## config.mk

```make
export PLATFORM = sky130hd
export DESIGN_NAME = ex_mdu
export DESIGN_NICKNAME = d
export VERILOG_FILES = /design/src/rtl/ex_mdu_pkg.sv /design/src/rtl/mdu_div_core.sv /design/src/rtl/ex_mdu.sv
export SDC_FILE = /design/constraint.sdc
export NUM_CORES = 2
export LEC_CHECK = 0
export ABC_CLOCK_PERIOD_IN_PS = 22500
export CORE_AREA = 10 10 318 320
export DETAILED_ROUTE_END_ITERATION = 12
export DIE_AREA = 0 0 328 330
export PLACE_DENSITY_LB_ADDON = 0.08
export SYNTH_ARGS = -nofsm -noshare
export SYNTH_HDL_FRONTEND = slang
export SYNTH_SLANG_ARGS = --single-unit
export TNS_END_PERCENT = 100
```

## constraint.sdc

```tcl
create_clock -name clk -period 22.5 [get_ports clk]
set_input_delay 3.375 -clock clk [delete_from_list [all_inputs] [get_ports clk]]
set_output_delay 3.375 -clock clk [all_outputs]
set_load 0.01 [all_outputs]
```

## src/rtl/ex_mdu_pkg.sv

```systemverilog
`default_nettype none
// ============================================================================
// ex_mdu_pkg : shared funct3 codes, writeback/hold constants, FSM state type
// Revision   : 1.0
// ============================================================================
package ex_mdu_pkg;

  localparam logic [2:0] INST_MUL    = 3'b000;
  localparam logic [2:0] INST_MULH   = 3'b001;
  localparam logic [2:0] INST_MULHSU = 3'b010;
  localparam logic [2:0] INST_MULHU  = 3'b011;
  localparam logic [2:0] INST_DIV    = 3'b100;
  localparam logic [2:0] INST_DIVU   = 3'b101;
  localparam logic [2:0] INST_REM    = 3'b110;
  localparam logic [2:0] INST_REMU   = 3'b111;

  localparam logic [6:0] INST_FUNCT7_M = 7'b000_0001;

  localparam logic       WriteEnable  = 1'b1;
  localparam logic       WriteDisable = 1'b0;
  localparam logic       HoldEnable   = 1'b1;
  localparam logic       HoldDisable  = 1'b0;
  localparam logic [4:0] ZeroReg      = 5'd0;

  typedef enum logic [1:0] {
    MDU_IDLE = 2'd0,
    MDU_MUL  = 2'd1,
    MDU_DIV  = 2'd2,
    MDU_DONE = 2'd3
  } mdu_state_e;

  function automatic logic is_m_funct7(input logic [6:0] funct7);
    return funct7 == INST_FUNCT7_M;
  endfunction

  // {rs1 signed, rs2 signed}; for divides bit 1 alone marks DIV/REM
  function automatic logic [1:0] mdu_op_signs(input logic [2:0] funct3);
    case (funct3)
      INST_MULH:           return 2'b11;
      INST_MULHSU:         return 2'b10;
      INST_DIV, INST_REM:  return 2'b11;
      INST_MUL, INST_MULHU,
      INST_DIVU, INST_REMU: return 2'b00;
      default:             return 2'b00;
    endcase
  endfunction

  function automatic int mdu_cnt_width(input int xlen, input int unroll);
    return $clog2(xlen / unroll + 2);
  endfunction

endpackage
`default_nettype wire

```

## src/rtl/mdu_div_core.sv

```systemverilog
`default_nettype none
// ============================================================================
// mdu_div_core : restoring unsigned divider, DIV_UNROLL quotient bits per cycle
// Revision     : 1.0
// ============================================================================
module mdu_div_core
  import ex_mdu_pkg::*;
#(
  parameter int XLEN       = 32,
  parameter int DIV_UNROLL = 1
) (
  input  logic            clk,
  input  logic            rst_n,
  input  logic            start_i,
  input  logic            abort_i,
  input  logic [XLEN-1:0] dividend_i,
  input  logic [XLEN-1:0] divisor_i,
  output logic            done_o,
  output logic [XLEN-1:0] quot_o,
  output logic [XLEN-1:0] rem_o
);

  localparam int c_steps = XLEN / DIV_UNROLL;
  localparam int c_cnt_w = mdu_cnt_width(XLEN, DIV_UNROLL);

  logic [c_cnt_w-1:0] r_cnt;
  logic               r_active;
  logic               r_done;
  logic [XLEN-1:0]    r_rem;
  logic [XLEN-1:0]    r_quot;
  logic [XLEN-1:0]    r_divisor;

  logic [XLEN-1:0]    w_rem_nx;
  logic [XLEN-1:0]    w_quot_nx;
  logic [XLEN-1:0]    w_div_in;
  logic [XLEN:0]      w_shift;
  logic [XLEN:0]      w_trial;

  // The start cycle already performs the first step on the raw operands
  always_comb begin
    w_rem_nx  = start_i ? '0         : r_rem;
    w_quot_nx = start_i ? dividend_i : r_quot;
    w_div_in  = start_i ? divisor_i  : r_divisor;
    w_shift   = '0;
    w_trial   = '0;
    for (int i = 0; i < DIV_UNROLL; i++) begin
      w_shift   = {w_rem_nx, w_quot_nx[XLEN-1]};
      w_trial   = w_shift - {1'b0, w_div_in};
      w_quot_nx = {w_quot_nx[XLEN-2:0], ~w_trial[XLEN]};
      w_rem_nx  = w_trial[XLEN] ? w_shift[XLEN-1:0] : w_trial[XLEN-1:0];
    end
  end

  always_ff @(posedge clk or negedge rst_n) begin
    if (!rst_n) begin
      r_cnt     <= '0;
      r_active  <= 1'b0;
      r_done    <= 1'b0;
      r_rem     <= '0;
      r_quot    <= '0;
      r_divisor <= '0;
    end else if (abort_i) begin
      r_active <= 1'b0;
      r_done   <= 1'b0;
    end else begin
      r_done <= 1'b0;
      if (start_i || r_active) begin
        r_rem  <= w_rem_nx;
        r_quot <= w_quot_nx;
        if (start_i) begin
          r_divisor <= divisor_i;
          r_cnt     <= c_cnt_w'(1);
          r_active  <= (c_steps > 1);
          r_done    <= (c_steps == 1);
        end else begin
          r_cnt <= r_cnt + 1'b1;
          if (r_cnt == c_cnt_w'(c_steps - 1)) begin
            r_active <= 1'b0;
            r_done   <= 1'b1;
          end
        end
      end
    end
  end

  assign done_o = r_done;
  assign quot_o = r_quot;
  assign rem_o  = r_rem;

endmodule
`default_nettype wire

```

## src/rtl/ex_mdu.sv

```systemverilog
`default_nettype none
// ============================================================================
// ex_mdu   : RV32M multiply/divide execute unit with pipeline hold and writeback
// Revision : 1.0
// ============================================================================
module ex_mdu
  import ex_mdu_pkg::*;
#(
  parameter int XLEN       = 32,
  parameter int MUL_STAGES = 2,
  parameter int DIV_UNROLL = 1
) (
  input  logic            clk,
  input  logic            rst_n,
  input  logic            start_i,
  input  logic [2:0]      funct3_i,
  input  logic [XLEN-1:0] op1_i,
  input  logic [XLEN-1:0] op2_i,
  input  logic [4:0]      rd_addr_i,
  input  logic            flush_i,
  output logic            busy_o,
  output logic            hold_flag_o,
  output logic [4:0]      rd_addr_o,
  output logic [XLEN-1:0] rd_data_o,
  output logic            rd_wen_o
);

  localparam int              c_cnt_w   = mdu_cnt_width(XLEN, DIV_UNROLL);
  localparam int              c_prod_w  = 2 * XLEN + 2;
  localparam logic [XLEN-1:0] c_int_min = {1'b1, {(XLEN-1){1'b0}}};

  mdu_state_e          r_state;
  mdu_state_e          w_state_nx;
  logic [2:0]          r_funct3;
  logic [1:0]          r_signs;
  logic [XLEN-1:0]     r_op1;
  logic [XLEN-1:0]     r_op2;
  logic [4:0]          r_rd;
  logic [c_cnt_w-1:0]  r_cnt;
  logic                r_neg_q;
  logic                r_neg_r;
  logic                r_fix_pending;
  logic [XLEN-1:0]     r_fixed;

  logic                w_accept;
  logic [1:0]          w_signs;
  logic                w_div_zero;
  logic                w_overflow;
  logic                w_special;
  logic [XLEN-1:0]     w_abs1;
  logic [XLEN-1:0]     w_abs2;
  logic [XLEN-1:0]     w_special_res;
  logic [XLEN-1:0]     w_mul_res;
  logic [XLEN-1:0]     w_result;
  logic [4:0]          w_rd_sel;
  logic                w_done_nx;
  logic                w_div_done;
  logic [XLEN-1:0]     w_quot;
  logic [XLEN-1:0]     w_rem;

  logic signed [c_prod_w-1:0] w_pa;
  logic signed [c_prod_w-1:0] w_pb;
  logic signed [c_prod_w-1:0] w_product;
  logic [2*XLEN-1:0]          w_prod_lo;
  logic [2*XLEN-1:0]          w_prod_tap;
  logic                       w_unused_prod;

  assign w_accept   = (r_state == MDU_IDLE) && start_i && !flush_i;
  assign w_signs    = mdu_op_signs(funct3_i);
  assign w_div_zero = (op2_i == '0);
  assign w_overflow = w_signs[1] && (op1_i == c_int_min) && (op2_i == '1);
  assign w_special  = funct3_i[2] && (w_div_zero || w_overflow);
  assign w_abs1     = (w_signs[1] && op1_i[XLEN-1]) ? -op1_i : op1_i;
  assign w_abs2     = (w_signs[1] && op2_i[XLEN-1]) ? -op2_i : op2_i;

  // funct3[1] selects the remainder flavour of the divide ops
  assign w_special_res = funct3_i[1] ? (w_div_zero ? op1_i : '0)
                                     : (w_div_zero ? '1    : op1_i);

  mdu_div_core #(
    .XLEN       (XLEN),
    .DIV_UNROLL (DIV_UNROLL)
  ) u_div_core (
    .clk        (clk),
    .rst_n      (rst_n),
    .start_i    (w_accept && funct3_i[2] && !w_special),
    .abort_i    (flush_i && (r_state == MDU_DIV)),
    .dividend_i (w_abs1),
    .divisor_i  (w_abs2),
    .done_o     (w_div_done),
    .quot_o     (w_quot),
    .rem_o      (w_rem)
  );

  assign w_pa          = {{(XLEN+2){r_signs[1] & r_op1[XLEN-1]}}, r_op1};
  assign w_pb          = {{(XLEN+2){r_signs[0] & r_op2[XLEN-1]}}, r_op2};
  assign w_product     = w_pa * w_pb;
  assign w_prod_lo     = w_product[2*XLEN-1:0];
  assign w_unused_prod = ^w_product[c_prod_w-1:2*XLEN];

  // Operand latch plus MUL_STAGES-1 product registers feed the output register
  generate
    if (MUL_STAGES == 1) begin : g_mul_direct
      assign w_prod_tap = w_prod_lo;
    end else begin : g_mul_pipe
      logic [2*XLEN-1:0] r_pipe [MUL_STAGES-1];
      always_ff @(posedge clk or negedge rst_n) begin
        if (!rst_n) begin
          for (int i = 0; i < MUL_STAGES - 1; i++) r_pipe[i] <= '0;
        end else begin
          r_pipe[0] <= w_prod_lo;
          for (int i = 1; i < MUL_STAGES - 1; i++) r_pipe[i] <= r_pipe[i-1];
        end
      end
      assign w_prod_tap = r_pipe[MUL_STAGES-2];
    end
  endgenerate

  assign w_mul_res = (r_funct3 == INST_MUL) ? w_prod_tap[XLEN-1:0]
                                            : w_prod_tap[2*XLEN-1:XLEN];

  always_comb begin
    w_state_nx = r_state;
    case (r_state)
      MDU_IDLE: begin
        if (w_accept) begin
          if (!funct3_i[2])   w_state_nx = MDU_MUL;
          else if (w_special) w_state_nx = MDU_DONE;
          else                w_state_nx = MDU_DIV;
        end
      end
      MDU_MUL: begin
        if (flush_i)                                       w_state_nx = MDU_IDLE;
        else if (r_cnt == c_cnt_w'(MUL_STAGES - 1))        w_state_nx = MDU_DONE;
      end
      MDU_DIV: begin
        if (flush_i)                                       w_state_nx = MDU_IDLE;
        else if (r_fix_pending || (w_div_done && !r_signs[1])) w_state_nx = MDU_DONE;
      end
      MDU_DONE: w_state_nx = MDU_IDLE;
      default:  w_state_nx = MDU_IDLE;
    endcase
  end

  always_comb begin
    w_result = '0;
    case (r_state)
      MDU_IDLE: w_result = w_special_res;
      MDU_MUL:  w_result = w_mul_res;
      MDU_DIV:  w_result = r_fix_pending ? r_fixed : (r_funct3[1] ? w_rem : w_quot);
      default:  w_result = '0;
    endcase
  end

  assign w_rd_sel  = (r_state == MDU_IDLE) ? rd_addr_i : r_rd;
  assign w_done_nx = (w_state_nx == MDU_DONE);

  always_ff @(posedge clk or negedge rst_n) begin
    if (!rst_n) begin
      r_state       <= MDU_IDLE;
      r_funct3      <= '0;
      r_signs       <= '0;
      r_op1         <= '0;
      r_op2         <= '0;
      r_rd          <= ZeroReg;
      r_cnt         <= '0;
      r_neg_q       <= 1'b0;
      r_neg_r       <= 1'b0;
      r_fix_pending <= 1'b0;
      r_fixed       <= '0;
      rd_wen_o      <= WriteDisable;
      rd_addr_o     <= ZeroReg;
      rd_data_o     <= '0;
    end else begin
      r_state <= w_state_nx;
      r_cnt   <= (r_state == MDU_MUL) ? r_cnt + 1'b1 : '0;
      if (w_accept) begin
        r_funct3 <= funct3_i;
        r_signs  <= w_signs;
        r_op1    <= op1_i;
        r_op2    <= op2_i;
        r_rd     <= rd_addr_i;
        r_neg_q  <= w_signs[1] && (op1_i[XLEN-1] ^ op2_i[XLEN-1]);
        r_neg_r  <= w_signs[1] && op1_i[XLEN-1];
      end
      // Signed divides spend one extra cycle applying the result sign
      r_fix_pending <= (r_state == MDU_DIV) && w_div_done && r_signs[1] && !flush_i;
      if (w_div_done) begin
        r_fixed <= r_funct3[1] ? (r_neg_r ? -w_rem : w_rem)
                               : (r_neg_q ? -w_quot : w_quot);
      end
      rd_wen_o  <= w_done_nx ? WriteEnable : WriteDisable;
      rd_addr_o <= w_done_nx ? w_rd_sel : ZeroReg;
      rd_data_o <= w_done_nx ? w_result : '0;
    end
  end

  assign busy_o      = (r_state != MDU_IDLE);
  assign hold_flag_o = ((r_state == MDU_IDLE) && start_i) || (r_state == MDU_MUL) ||
                       (r_state == MDU_DIV) ? HoldEnable : HoldDisable;

endmodule
`default_nettype wire

```

Word-level counts from Yosys, hierarchy flattened
Memories as Yosys holds them, arrays and structs flattened. Index checks and enable logic that the tools add are counted.

Bits in registers: 323. Memory bits (read-only): 16. Input port bits: 76. Output and inout bits: 40. Word-level logic and storage cells: 113. Memories kept: 1.

Memory list: (no name shown) (words 8, bits a word 2, rd ports 1, clocked after Yosys merged registers in 0, wr ports 0, line ex_mdu_pkg.sv:38) `case (funct3)`.

Add/sub/neg operators: 7. Multipliers: 1. Eq/ne operators: 8. Muxes and demuxes: 39. Bitwise operators: 5. Reductions and logical operators: 31.

Operators with widths (count): 32-bit two-way mux (16); 32-bit negation (4); 32-bit one-hot mux with 3 select lines (1); 32-bit equality test, second input constant (2); 33-bit by 33-bit multiplier with 64-bit output (1); 33-bit by 32-bit subtractor with 33-bit output (1); 32-bit logical NOT (1); 1-bit logical AND (15); 6-bit by 1-bit adder with 6-bit output, second input constant (2); 2-bit two-way mux (6); 6-bit two-way mux (2); 1-bit two-way mux (11); 5-bit two-way mux (2); 2-bit one-hot mux with 4 select lines (1); 2-bit equality test, second input constant (3); 6-bit by 1-bit equality test with 1-bit output, second input constant (1); 6-bit by 5-bit equality test with 1-bit output, second input constant (1); 1-bit logical OR (5); 2-bit AND reduction (2); 2-bit nonzero test (2); 1-bit logical NOT (3); 3-bit logical NOT (1); 3-bit nonzero test (1); 1-bit AND (2); other kinds (4) (5).

Longest topological paths before layout
Depth after elaboration: 11. Depth in mapped cells: 31. Gate-level depth less buffers: 28.

Modules after synthesis
A second synthesis with hierarchy kept.

Cells, all modules: 6215. Area total of the unflattened synthesis: 56969.6 sq um.

By module, submodules not included: ex_mdu (times used 1, cells an instance 5466, area an instance 50211.9 sq um, sequential area each 5480.3 sq um); mdu_div_core (times used 1, cells an instance 749, area an instance 6757.7 sq um, sequential area each 2602.5 sq um).

Worst setup path after synthesis
OpenSTA, ideal clock, no wires.

Path kind: input-to-reg. Start point: input funct3_i[1]. End point: register u_div_core.r_rem[0] (netlist: u_div_core.rem_o[0]). Library setup time: 0.126 ns. Arrival: 8.503 ns. Required time: 22.374 ns. Setup slack: 13.871 ns. Cell stages on the path: 27. Buffers on the path: 4. Path through: inv_1 -> clkbuf_1 -> ha_1 -> mux2i_1 -> nand2_1 -> nor3_1 -> nand3_1 -> o21bai_1 -> or2_1 -> buf_4 -> clkbuf_1 -> nand2_1 -> o21ai_0 -> ha_1 -> inv_1 -> fa_1 -> a211oi_1 -> o21bai_1 -> o2111a_1 -> o211ai_1 -> o221ai_1 -> a31oi_1 -> o31ai_1 -> xnor2_4 -> buf_4 -> nor3_1 -> a221o_1.

Longest elaborated chain between the ends: 10. Elaborated cells on any way between the ends: 18. Classes of those cells: 1 x add/sub; 6 x mux; 10 x reduce/logical; 1 x memory.

RTL lines: from (decl) (line ex_mdu.sv:16) `input logic [2:0] funct3_i,`; memory read 8 x 2 bit (*); 1-bit logical AND (2 in a row) (line ex_mdu.sv:71) `assign w_overflow = w_signs[1] && (op1_i == c_int_min) && (op2_i == '1);`; 1-bit logical OR (line ex_mdu.sv:72) `assign w_special = funct3_i[2] && (w_div_zero || w_overflow);`; 1-bit logical AND (line ex_mdu.sv:72); 1-bit logical NOT (line ex_mdu.sv:86) `.start_i (w_accept && funct3_i[2] && !w_special),`; 1-bit logical AND (line ex_mdu.sv:86); 32-bit two-way mux (*); via u_div_core.w_div_in[0] (line mdu_div_core.sv:35) `logic [XLEN-1:0] w_div_in;`; 33-bit by 32-bit subtractor with 33-bit output (*) (line mdu_div_core.sv:48) `w_trial = w_shift - {1'b0, w_div_in};`; 32-bit two-way mux (*) (line mdu_div_core.sv:50) `w_rem_nx = w_trial[XLEN] ? w_shift[XLEN-1:0] : w_trial[XLEN-1:0];`; to (signal assigned) (line mdu_div_core.sv:68) `r_rem <= w_rem_nx;`; to (decl) (line mdu_div_core.sv:29) `logic [XLEN-1:0] r_rem;`.

Mark *: on every way through the listed nets, which the timed path passes. The rest lies on a longest branch. A chain may end at the register's enable or synchronous reset.

Final worst setup path
Start point: input op2_i[2]. End point: register u_div_core.r_rem[6] (netlist: u_div_core.rem_o[6]).

Longest elaborated chain between the ends: 9. Elaborated cells on any way between the ends: 16. Classes of those cells: 2 x add/sub; 1 x eq/ne; 5 x mux; 8 x reduce/logical.

RTL lines: from (decl) (line ex_mdu.sv:18) `input logic [XLEN-1:0] op2_i,`; branches (longest 9 deep; another with 33-bit by 32-bit subtractor with 33-bit output).

Parallel ways; which one is timed is not known.

==> impl_metrics.yaml <==
logic_synthesis:
  synth_top_area_frac: 0.400
  synth_flop_cell: "dfrtp_1"
  synthCells: 6147
  synth_compound_area_frac: 0.0717
  synthTopCellsByArea: "fa_1 40%, dfrtp_1 14%, inv_1 8.0%, nand2_1 6.5%, ha_1 5.6%"
  synth_cell_types: 88
  synthAdderAreaFrac: 0.462
  ys_seq_area_frac: 0.144
  yosys.area_share.simple: 0.147
  syn_area_per_cell_um2: 9.16
  synth_area_leader_cell: "fa_1"
  synth_top_family_by_area: "adder cells"
  syn_nets: 7602
  yosysWarnings: 0
  synth-edff-count: 0
  muxShareOfSynthArea: 0.0337
  synth-seq-cells: 323
  synth-xor-area-share: 0.0363
  async_flop_share: 1.00
  synth_area_mm2: 0.0563
floorplanning:
  die_area_mm2: 0.108
  die_y_um: 330
  initial_core_util: 0.595
  die_w_um: 328
  core_area_mm2: 0.0946
  io_pins: 116
  row_count: 113
hold_path:
  holdPathStages: 2
  hold_path.class: "flop to flop"
sta:
  slew_viol_final: 0
  clock.fmax_mhz: 91.5
  setup_viol: 0
  period_share: 0.485
  tightest_slew_ns: 1.14
  hold_viol_final: 0
  rsz0062_at_grt: "false"
  fin_skew_ns: 0.0363
  fin_crit_ns: 10.92
  tns_ns: 0
  max_slew_margin: 0.238
clock_tree:
  clockBufferDepth: 3
  hold_buffers: 0
  cts_tree: "yes"
  cts_buffers: 36
  postCtsSetupRepairBufs: 0
  cts_resized: 0
  clk_latency_ns: 0.58
  h-tree-depth: 2
  cts_sinks: 323
  clkSlewWorstSetupHoldPaths_ns: 0.06
  cts_root_buf: "clkbuf_16"
setup_path:
  startpoint_type: "primary input"
  path_buf_inv: 5
  max_stage_delay_ns: 0.70
  worstPathCellList: "clkdlybuf4s50_1 -> or4_4 -> nor4_4 -> nand3_2 -> nor3_4 -> buf_4 -> o21bai_1 -> or2_4 -> buf_4 -> a2bb2oi_1 -> ha_1 -> inv_1 -> fa_1 -> a211oi_1 -> o21bai_1 -> o2111a_1 -> o211ai_1 -> o221ai_1 -> a31oi_1 -> o31ai_1 -> xnor2_4 -> buf_4 -> mux2i_1 -> o21ai_0"
  cp.arrival_ns: 11.33
  cp_common_cell: "buf_4"
  crit_family: "compound AO/OA/AOI/OAI gates"
  cp-end-kind: "flop"
  path_class: "primary input to flop"
  reg2reg_slack_ns: 12.92
  crit_slowest_cell: "buf_4"
  critPathMaxFanout: 72
  worstPathRequired_ns: 22.90
  ff2ff_path_depth: 28
  cp.depth: 24
placed_design:
  gp_congestion: 0.959
  dp.final_hpwl_mm: 125
  dp_cells: 7257
  portBuffers: 115
route:
  drt-total-wl_mm: 165
  dr.max_layer_used: "met5"
  detailroute.via_count: 42000
  wl_per_cell_um: 22.5
  first_iter_violations: 2951
  wl_met1_mm: 65.5
  route.detailed.drc: 0
  first_pass_iters: 7
  viasPerCell: 5.73
  ant_nets: 0
  dr_wl_met3_mm: 12.9
  route.met2.wl_mm: 78.5
global_routing:
  grt.total_usage: 0.312
  overflow: 0
  antenna_found_initial: 9
  grt_pass1_vias: 44000
  grt_max_degree: 143
  grt_pass1_wl_mm: 259
run:
  maxCapViolations: 0
layout:
  area_growth_syn_to_layout_pct: 5.81
  drive_gt1_frac: 0.0477
  finalNonFillerCells: 7325
  fin_nets: 7485
run_status:
  run_status: "finished, final reports clean"
[through the flow]
step / util / setup slack, ns / cell area [um^2] / hold slack [ns]
after CTS: 0.630 / 11.61 / 59600 / 0.465
final: 0.630 / 11.58 / 59600 / 0.462
after global routing: 0.630 / 11.05 / 59600 / 0.483
after detailed placement: 0.617 / 11.02 / 58300 / 0.452
after global placement: 0.617 / 11.18 / 58300 / 0.449
after floorplan: - / 13.87 / 56300 / 0.434
[sequential cells by signal (all words and copies together), names as in the netlist]
register,flops
rd_data_o,32
r_cnt,6
u_div_core.done_o,1
r_op1,32
r_fix_pending,1
r_funct3,3
r_neg_q,1
r_signs,2
rd_addr_o,5
r_rd,5
r_state,2
u_div_core.quot_o,32
r_op2,32
rd_wen_o,1
u_div_core.r_active,1
u_div_core.r_divisor,32
r_neg_r,1
g_mul_pipe.r_pipe,64
r_fixed,32
u_div_core.r_cnt,6
u_div_core.rem_o,32
[Yosys cell counts (4+ instances only)]
master,instances
a211o_1,4
a211oi_1,47
a21o_1,50
a21oi_1,185
a221o_1,9
a31oi_1,10
and2_1,389
and3_1,25
buf_1,10
buf_2,5
buf_4,4
clkbuf_1,331
clkbuf_8,4
dfrtp_1,323
fa_1,1126
ha_1,253
inv_1,1197
maj3_1,30
mux2_2,83
mux2i_1,96
nand2_1,977
nand2b_1,11
nand3_1,27
nand3b_1,4
nand4_1,33
nor2_1,208
nor2b_1,13
nor3_1,28
nor4_1,14
o211ai_1,31
o21a_1,14
o21ai_0,201
o21ai_1,10
o21ba_2,4
o21bai_1,18
o221ai_1,4
o22ai_1,6
o31ai_1,24
o41ai_1,9
or2_2,8
or3_1,13
or4_1,11
or4_4,5
xnor2_1,136
xor2_1,94
[layout make-up]
type	count	area, um^2
antenna	3	7.51
clock buffer	42	953
clock inverter	23	295
fill	8101	35000
inverter	1198	4500
multi-input combinational	4266	42300
sequential	323	8100
tap	1265	1580
timing repair buffer	205	1840
[logic make-up (layout without fill, tap and decap cells)]
| group | after synthesis | in the layout |
|---|---|---|
| AO/OA/AOI/OAI | 658 | 658 |
| XOR/XNOR | 231 | 231 |
| adder cells (fa/ha/maj) | 1409 | 1409 |
| buffers and inverters | 1558 | 1468 |
| flip-flops | 323 | 323 |
| multiplexers | 179 | 179 |
| other | 0 | 3 |
| AND/OR/NAND/NOR | 1789 | 1789 |
[tightest hold or removal path, stage by stage, from the launching register on]
cell and delay [ns]:
dfrtp_1 0.32, nand2_1 0.04, nand2_1 0.06
[worst paths after layout]
path,end,start
min in group asynchronous,r_fixed[20],rst_n
max in group asynchronous,g_mul_pipe.r_pipe[32],rst_n
setup / recovery,u_div_core.rem_o[6],op2_i[2]
hold / removal,u_div_core.r_divisor[7],u_div_core.r_divisor[7]
hold reg to reg,u_div_core.r_divisor[7],u_div_core.r_divisor[7]
setup reg to reg,g_mul_pipe.r_pipe[63],r_op1[17]
[metal layers]
| layer | up-vias | GRT usage |
|---|---|---|
| li1 | 18400 | - |
| met1 | 21600 | 0.407 |
| met2 | 1661 | 0.515 |
| met5 | - | 0 |
| met3 | 375 | 0.0508 |
| met4 | 4 | 0.133 |
[cells in the final DEF (no fill, tap or decap), types with 33 or more instances in the layout]
master | Yosys | routed
dfrtp_1 | 323 | 310
nor2_1 | 208 | 207
clkbuf_16 | 0 | 36
nand2_1 | 977 | 977
and2_1 | 389 | 389
nand4_1 | 33 | 33
xor2_1 | 94 | 94
a211oi_1 | 47 | 47
clkdlybuf4s50_1 | 0 | 114
mux2_2 | 83 | 83
inv_1 | 1197 | 1197
xnor2_1 | 136 | 136
a21oi_1 | 185 | 185
o21ai_0 | 201 | 201
ha_1 | 253 | 253
a21o_1 | 50 | 50
mux2i_1 | 96 | 96
buf_4 | 4 | 89
fa_1 | 1126 | 1126
Power is left out: the tool's default activity adds up to more than one toggle a clock period on the data nets, which glitch-free logic cannot reach.
